## config.mk

```make
export PLATFORM = sky130hd
export DESIGN_NAME = twiddle_mul
export DESIGN_NICKNAME = d
export VERILOG_FILES = /design/src/rtl/twiddle_mul.sv
export SDC_FILE = /design/constraint.sdc
export NUM_CORES = 2
export LEC_CHECK = 0
export ABC_AREA = 1
export CORE_MARGIN = 10
export CORE_UTILIZATION = 50
export CTS_CLUSTER_DIAMETER = 60
export DETAILED_ROUTE_END_ITERATION = 8
export PLACE_DENSITY = 0.66
export SKIP_LAST_GASP = 1
export SLEW_MARGIN = 5
export SYNTH_ARGS = -nofsm -noshare
export SYNTH_HDL_FRONTEND = slang
export SYNTH_SLANG_ARGS = --single-unit
export TNS_END_PERCENT = 10
```

## constraint.sdc

```tcl
create_clock -name clk -period 7.49 [get_ports clk]
set_input_delay 0.749 -clock clk [delete_from_list [all_inputs] [get_ports clk]]
set_output_delay 0.749 -clock clk [all_outputs]
set_load 0.1 [all_outputs]
```

## src/rtl/twiddle_mul.sv

```systemverilog
// Twiddle-factor multiplier following the radix-2 SDF butterfly: SUM samples pass at W^0,
// DIFF samples are rotated by W_N^k; 3-stage pipeline with round-half-up and saturation.
module twiddle_mul #(
  parameter int IN_W     = 13,
  parameter int TW_W     = 10,
  parameter int OUT_W    = 14,
  parameter int NUM_PAIR = 8
) (
  input  logic                    clk,
  input  logic                    rst,
  input  logic                    in_valid,
  input  logic                    sync,
  input  logic signed [IN_W-1:0]  bfly_out_re,
  input  logic signed [IN_W-1:0]  bfly_out_im,
  output logic signed [OUT_W-1:0] tw_out_re,
  output logic signed [OUT_W-1:0] tw_out_im,
  output logic                    tw_out_valid,
  output logic                    group_done
);

  localparam int  KW     = $clog2(NUM_PAIR);
  localparam int  PW     = IN_W + TW_W;
  localparam int  SW     = PW + 1;
  localparam int  ONE    = 1 << (TW_W - 2);
  localparam int  HALF_I = 1 << (TW_W - 3);
  localparam real PI     = 3.14159265358979323846;

  localparam logic signed [SW:0] MAXV = (SW+1)'((1 <<< (OUT_W - 1)) - 1);
  localparam logic signed [SW:0] MINV = (SW+1)'(-(1 <<< (OUT_W - 1)));

  typedef enum logic {SUM_PH, DIFF_PH} phase_t;

  phase_t          phase, phase_nxt;
  logic [KW-1:0]   k, k_nxt;
  logic signed [TW_W-1:0] c_sel, d_sel;
  logic            last_sel;

  logic signed [TW_W-1:0] cos_rom [NUM_PAIR];
  logic signed [TW_W-1:0] sin_rom [NUM_PAIR];

  // Constant coefficient table: c = cos, d = -sin, rounded to nearest at elaboration.
  for (genvar gk = 0; gk < NUM_PAIR; gk++) begin : g_rom
    localparam int C = int'($cos(PI * gk / NUM_PAIR) * ONE);
    localparam int D = int'(-$sin(PI * gk / NUM_PAIR) * ONE);
    assign cos_rom[gk] = TW_W'(C);
    assign sin_rom[gk] = TW_W'(D);
  end

  function automatic logic signed [OUT_W-1:0] rnd_sat(input logic signed [SW-1:0] x);
    logic signed [SW:0] t;
    t = (SW+1)'(x) + (SW+1)'(HALF_I);
    t = t >>> (TW_W - 2);
    if (t > MAXV)      rnd_sat = OUT_W'(MAXV);
    else if (t < MINV) rnd_sat = OUT_W'(MINV);
    else               rnd_sat = OUT_W'(t);
  endfunction

  always_ff @(posedge clk) begin
    if (rst) begin
      phase <= SUM_PH;
      k     <= '0;
    end else begin
      phase <= phase_nxt;
      k     <= k_nxt;
    end
  end

  always_comb begin
    phase_nxt = phase;
    k_nxt     = k;
    if (in_valid) begin
      if (sync) begin
        phase_nxt = SUM_PH;
        k_nxt     = KW'(1);
      end else if (k == KW'(NUM_PAIR - 1)) begin
        phase_nxt = (phase == SUM_PH) ? DIFF_PH : SUM_PH;
        k_nxt     = '0;
      end else begin
        k_nxt = k + KW'(1);
      end
    end
  end

  // A sync sample is always SUM index 0, whatever the running state says.
  always_comb begin
    c_sel    = TW_W'(ONE);
    d_sel    = '0;
    last_sel = 1'b0;
    if (phase == DIFF_PH && !sync) begin
      c_sel    = cos_rom[k];
      d_sel    = sin_rom[k];
      last_sel = (k == KW'(NUM_PAIR - 1));
    end
  end

  // S1: operands and coefficients
  logic                   vld_p0, last_p0;
  logic signed [IN_W-1:0] a_p0, b_p0;
  logic signed [TW_W-1:0] c_p0, d_p0;

  always_ff @(posedge clk) begin
    if (rst) begin
      vld_p0  <= 1'b0;
      last_p0 <= 1'b0;
    end else begin
      vld_p0  <= in_valid;
      last_p0 <= in_valid & last_sel;
    end
  end

  always_ff @(posedge clk) begin
    a_p0 <= bfly_out_re;
    b_p0 <= bfly_out_im;
    c_p0 <= c_sel;
    d_p0 <= d_sel;
  end

  // S2: partial products
  logic                 vld_p1, last_p1;
  logic signed [PW-1:0] ac_p1, bd_p1, ad_p1, bc_p1;

  always_ff @(posedge clk) begin
    if (rst) begin
      vld_p1  <= 1'b0;
      last_p1 <= 1'b0;
    end else begin
      vld_p1  <= vld_p0;
      last_p1 <= last_p0;
    end
  end

  always_ff @(posedge clk) begin
    ac_p1 <= PW'(a_p0) * PW'(c_p0);
    bd_p1 <= PW'(b_p0) * PW'(d_p0);
    ad_p1 <= PW'(a_p0) * PW'(d_p0);
    bc_p1 <= PW'(b_p0) * PW'(c_p0);
  end

  // S3: combine, round and saturate
  logic                    vld_p2, last_p2;
  logic signed [OUT_W-1:0] re_p2, im_p2;

  always_ff @(posedge clk) begin
    if (rst) begin
      vld_p2  <= 1'b0;
      last_p2 <= 1'b0;
    end else begin
      vld_p2  <= vld_p1;
      last_p2 <= last_p1;
    end
  end

  always_ff @(posedge clk) begin
    re_p2 <= rnd_sat(SW'(ac_p1) - SW'(bd_p1));
    im_p2 <= rnd_sat(SW'(ad_p1) + SW'(bc_p1));
  end

  assign tw_out_valid = vld_p2;
  assign tw_out_re    = vld_p2 ? re_p2 : '0;
  assign tw_out_im    = vld_p2 ? im_p2 : '0;
  assign group_done   = vld_p2 & last_p2;

endmodule

```

==> flow_metrics.py <==
metrics = {
    "floorplanning": {
        "die_area_mm2": 0.06481,
        "start_util": 0.5083,
        "floorplan.core_area_mm2": 0.05413,
        "die_h_um": 254.6,
        "fp.dieW_um": 254.6,
        "io-pin-count": 60,
        "rows": 85,
    },
    "yosys": {
        "synth.cell_area_mm2": 0.02751,
        "synth-edff-count": 0,
        "postSynthRegisterBits": 171,
        "synthSimpleGateAreaFrac": 0.1563,
        "post_synth_inst_count": 3572,
        "warnings_from_yosys": 0,
        "ys_seq_area_frac": 0.1244,
        "number_of_distinct_library_cell_variants_in_the_gate_level_netlist_after_synthesis": 39,
        "synth.mux.area_fraction": 0,
        "post_synth_xor_area_fraction": 0.04106,
        "synth_area_per_inst_um2": 7.703,
        "syn_nets": 4374,
        "post_synth_fa_ha_maj_area_fraction": 0.4695,
        "synth_async_sr_flop_share": 0,
        "synth_ff_type": "dfxtp_1",
        "largest_family_of_logic_cells_by_synthesized_area": "adder cells",
        "compound_cell_area_share_of_the_yosys_netlist": 0.04916,
    },
    "run_status": {
        "run_status": "finished clean",
    },
    "finish": {
        "antenna_cells": 0,
        "drive_above_1_share": 0.01786,
        "design.final.nets": 4373,
        "layout-area-overhead-vs-synth_pct": 6.562,
        "finalInstanceArea_mm2": 0.02932,
        "utilization": 0.5416,
        "fillers": 5239,
    },
    "clocking": {
        "cts_made_buffers": 17,
        "postCtsSetupBuffers": 0,
        "clock_sink_count": 171,
        "holdBufCountCts": 0,
        "tritoncts_clock_tree": "built",
        "clk_pin_slew_ns": 0.08,
        "cts_root_buf": "clkbuf_16",
        "cts.repair.resized": 0,
        "worst_skew_pair.late_latency_ns": 0.50,
        "h_tree_depth": 4,
        "clock_tree.buffer_depth": 2,
    },
    "power": {
        "total_leakage_power_nw": 17.67,
        "ir_worst_vdd_uv": 194.9,
        "pwr_density_cell_mw_per_mm2": 76.73,
    },
    "place": {
        "hpwlAfterDp_um": 54130,
        "port-buffer-count": 59,
        "globalplace.congestion": 0.9446,
        "placed_area_mm2": 0.02871,
        "place_ws_ns": 1.847,
    },
    "setup_path": {
        "worst_reg2reg_path_startpoint": "c_p0[0]",
        "cp-startpoint": "c_p0[0]",
        "startpoint_type": "register",
        "ff2ff_path_depth": 15,
        "cp_cell_sequence": "nand2_1 > fa_1 > inv_1 > fa_1 > inv_1 > fa_1 > fa_1 > fa_1 > inv_1 > ha_1 > nand2_1 > nor4_1 > nand4_1 > nand3_1 > xor2_1",
        "worstSetupPathType": "reg -> reg",
        "setup.reg_to_reg.worst_slack_ns": 1.59,
        "path_max_fanout": 26,
        "critPathMaxStageDelay_ns": 0.98,
        "regToRegEndpoint": "bd_p1[20]",
        "worst_ep_required_time_ns": 7.90,
        "critPathMostFrequentCell": "fa_1",
        "worstSetupEndpointType": "register",
        "critPathSlowestCell": "dfxtp_1",
        "arrival_time_of_data_at_the_critical_path_endpoint_ns": 6.31,
        "worstPathBufferInverterCount": 3,
        "crit_family": "adder cells",
    },
    "grt": {
        "antenna_found_initial": 0,
        "groute.layer.met3.usage": 0.04479,
        "most_congested_layer_reported_by_global_routing": "met2",
        "groute.usage.overall": 0.2101,
        "grt_first_pass_wirelength_um": 107100,
        "grt_overflow": 0,
        "grtUsageMet2": 0.3287,
        "groute.layer.met1.usage": 0.2877,
        "grt_max_degree": 32,
        "grt_pass1_vias": 21300,
    },
    "timing": {
        "finalMaxSlewViolations": 0,
        "hold_ws_ns": 0.4058,
        "rsz_0062_raised_after_global_routing": "no",
        "worst-slew-pin-transition_ns": 1.041,
        "post-route-worst-setup-slack_ns": 1.593,
        "slew-limit-headroom": 0.3055,
        "final.setup_skew_ns": 0.01478,
        "final_min_period_over_clock_period": 0.7874,
        "timing.final.crit_period_ns": 5.897,
        "fmaxAchievable_mhz": 169.6,
        "setup_viol_count_final": 0,
        "timing_hold_violations_final": 0,
        "fin_setup_tns_ns": 0,
    },
    "worst_hold_path": {
        "min_to": "last_p1",
        "holdCritPathClass": "reg -> reg",
        "worstHoldPathCells": 2,
        "hold_path_startpoint": "last_p0",
    },
    "drt": {
        "drt_first_iter_violations": 1361,
        "ant_nets": 0,
        "drt-pass1-iter-count": 5,
        "finalWirelength_um": 64270,
        "vias_per_cell": 4.923,
        "dr_total_vias": 21070,
        "drc_errors": 0,
        "detail_route.wl_per_cell_um": 15.02,
    },
    "run": {
        "max_cap_viol_count": 0,
    },
}
worst min-delay path: stages (launching register included):
cell and delay, ns:
dfxtp_1 0.30, inv_1 0.04, nor2_1 0.03
power by group:
part	switching [mW]	total (mW)	internal (mW)
clock	0.461	0.937	0.476
sequential	0.0581	1.01	0.949
combinational	0.196	0.306	0.110
layout make-up:
type                            instances  area [µm²]  share of cell area
Clock buffer                           17       425.4             0.01451
Clock inverter                         14       181.4            0.006188
Sequential cell                       171        3423              0.1168
Multi-Input combinational cell       2238       19700              0.6719
Timing Repair Buffer                   75       710.7             0.02424
Tap cell                              696       870.8             0.02970
Inverter                             1068        4009              0.1367
worst max path at each step:
stage / end / slack [ns] / cells after the start
finish: bd_p1[20] / 1.59 / 15
global route: bd_p1[20] / 1.34 / 15
CTS: bd_p1[20] / 1.77 / 15
detailed placement: bd_p1[20] / 1.85 / 15
global placement: bd_p1[20] / 1.79 / 15
floorplan: bd_p1[22] / 2.38 / 17
layout by cell type, fill, tap and decap left out, types with 9 or more instances in the layout:
cell / instances
nor3_1: 9
dfxtp_1: 171
ha_1: 338
xnor2_1: 52
nor2_1: 167
a21o_1: 12
fa_1: 434
buf_4: 16
clkdlybuf4s50_1: 59
o21ai_0: 59
a21oi_1: 135
xor2_1: 77
inv_1: 1066
nand2_1: 820
clkbuf_16: 17
nand3_1: 55
nand4_1: 16
layer usage:
metal | up-vias | share of wire
li1 | 10370 | -
met1 | 10050 | 0.46
met2 | 568 | 0.45
met3 | 77 | 0.075
met4 | 0 | 0.022
met5 | - | 0
synth_stat cells, types with 2 or more instances:
master	number	area, µm²
a211oi_1	3	22.52
a21o_1	12	90.09
a21oi_1	135	675.7
a221oi_1	3	26.28
a22oi_1	2	15.01
a31oi_1	4	25.02
buf_6	3	33.78
clkbuf_1	91	341.6
dfxtp_1	171	3423
fa_1	434	8688
ha_1	338	4229
inv_1	1066	4001
inv_2	2	7.510
nand2_1	820	3078
nand2_2	6	37.54
nand3_1	55	275.3
nand3b_1	3	22.52
nand4_1	16	100.1
nor2_1	167	626.9
nor3_1	9	45.04
nor3_2	2	20.02
nor3b_1	2	15.01
nor4_1	6	37.54
o211ai_1	5	37.54
o21ai_0	59	295.3
o21ai_1	3	15.01
o21bai_1	6	45.04
o221ai_1	2	17.52
o22ai_1	6	37.54
or2_2	5	31.28
xnor2_1	52	455.4
xor2_1	77	674.4
cell families (layout without fill, tap and decap cells):
kind of cell | count (synthesis) | after routing
buf+inv | 1163 | 1174
simple gates | 1092 | 1092
fa+ha+maj | 772 | 772
compound gates | 245 | 245
flops | 171 | 171
xor+xnor | 129 | 129
through the flow:
stage / power, mW / cells
after global placement: 1.329 / 4248
after detailed placement: 1.329 / 4248
final: 2.250 / 4279
after CTS: 2.273 / 4279
after floorplan: 1.234 / 3572
after global routing: 2.351 / 4279
state kept, by name, indices dropped and copies added (netlist names), 3 cells and up:
register / cells
bd_p1: 23
bc_p1: 23
ad_p1: 23
a_p0: 13
k: 3
b_p0: 13
c_p0: 9
d_p0: 6
im_p2: 14
re_p2: 14
ac_p1: 23
No activity file was read; power rests on OpenSTA's default activity.
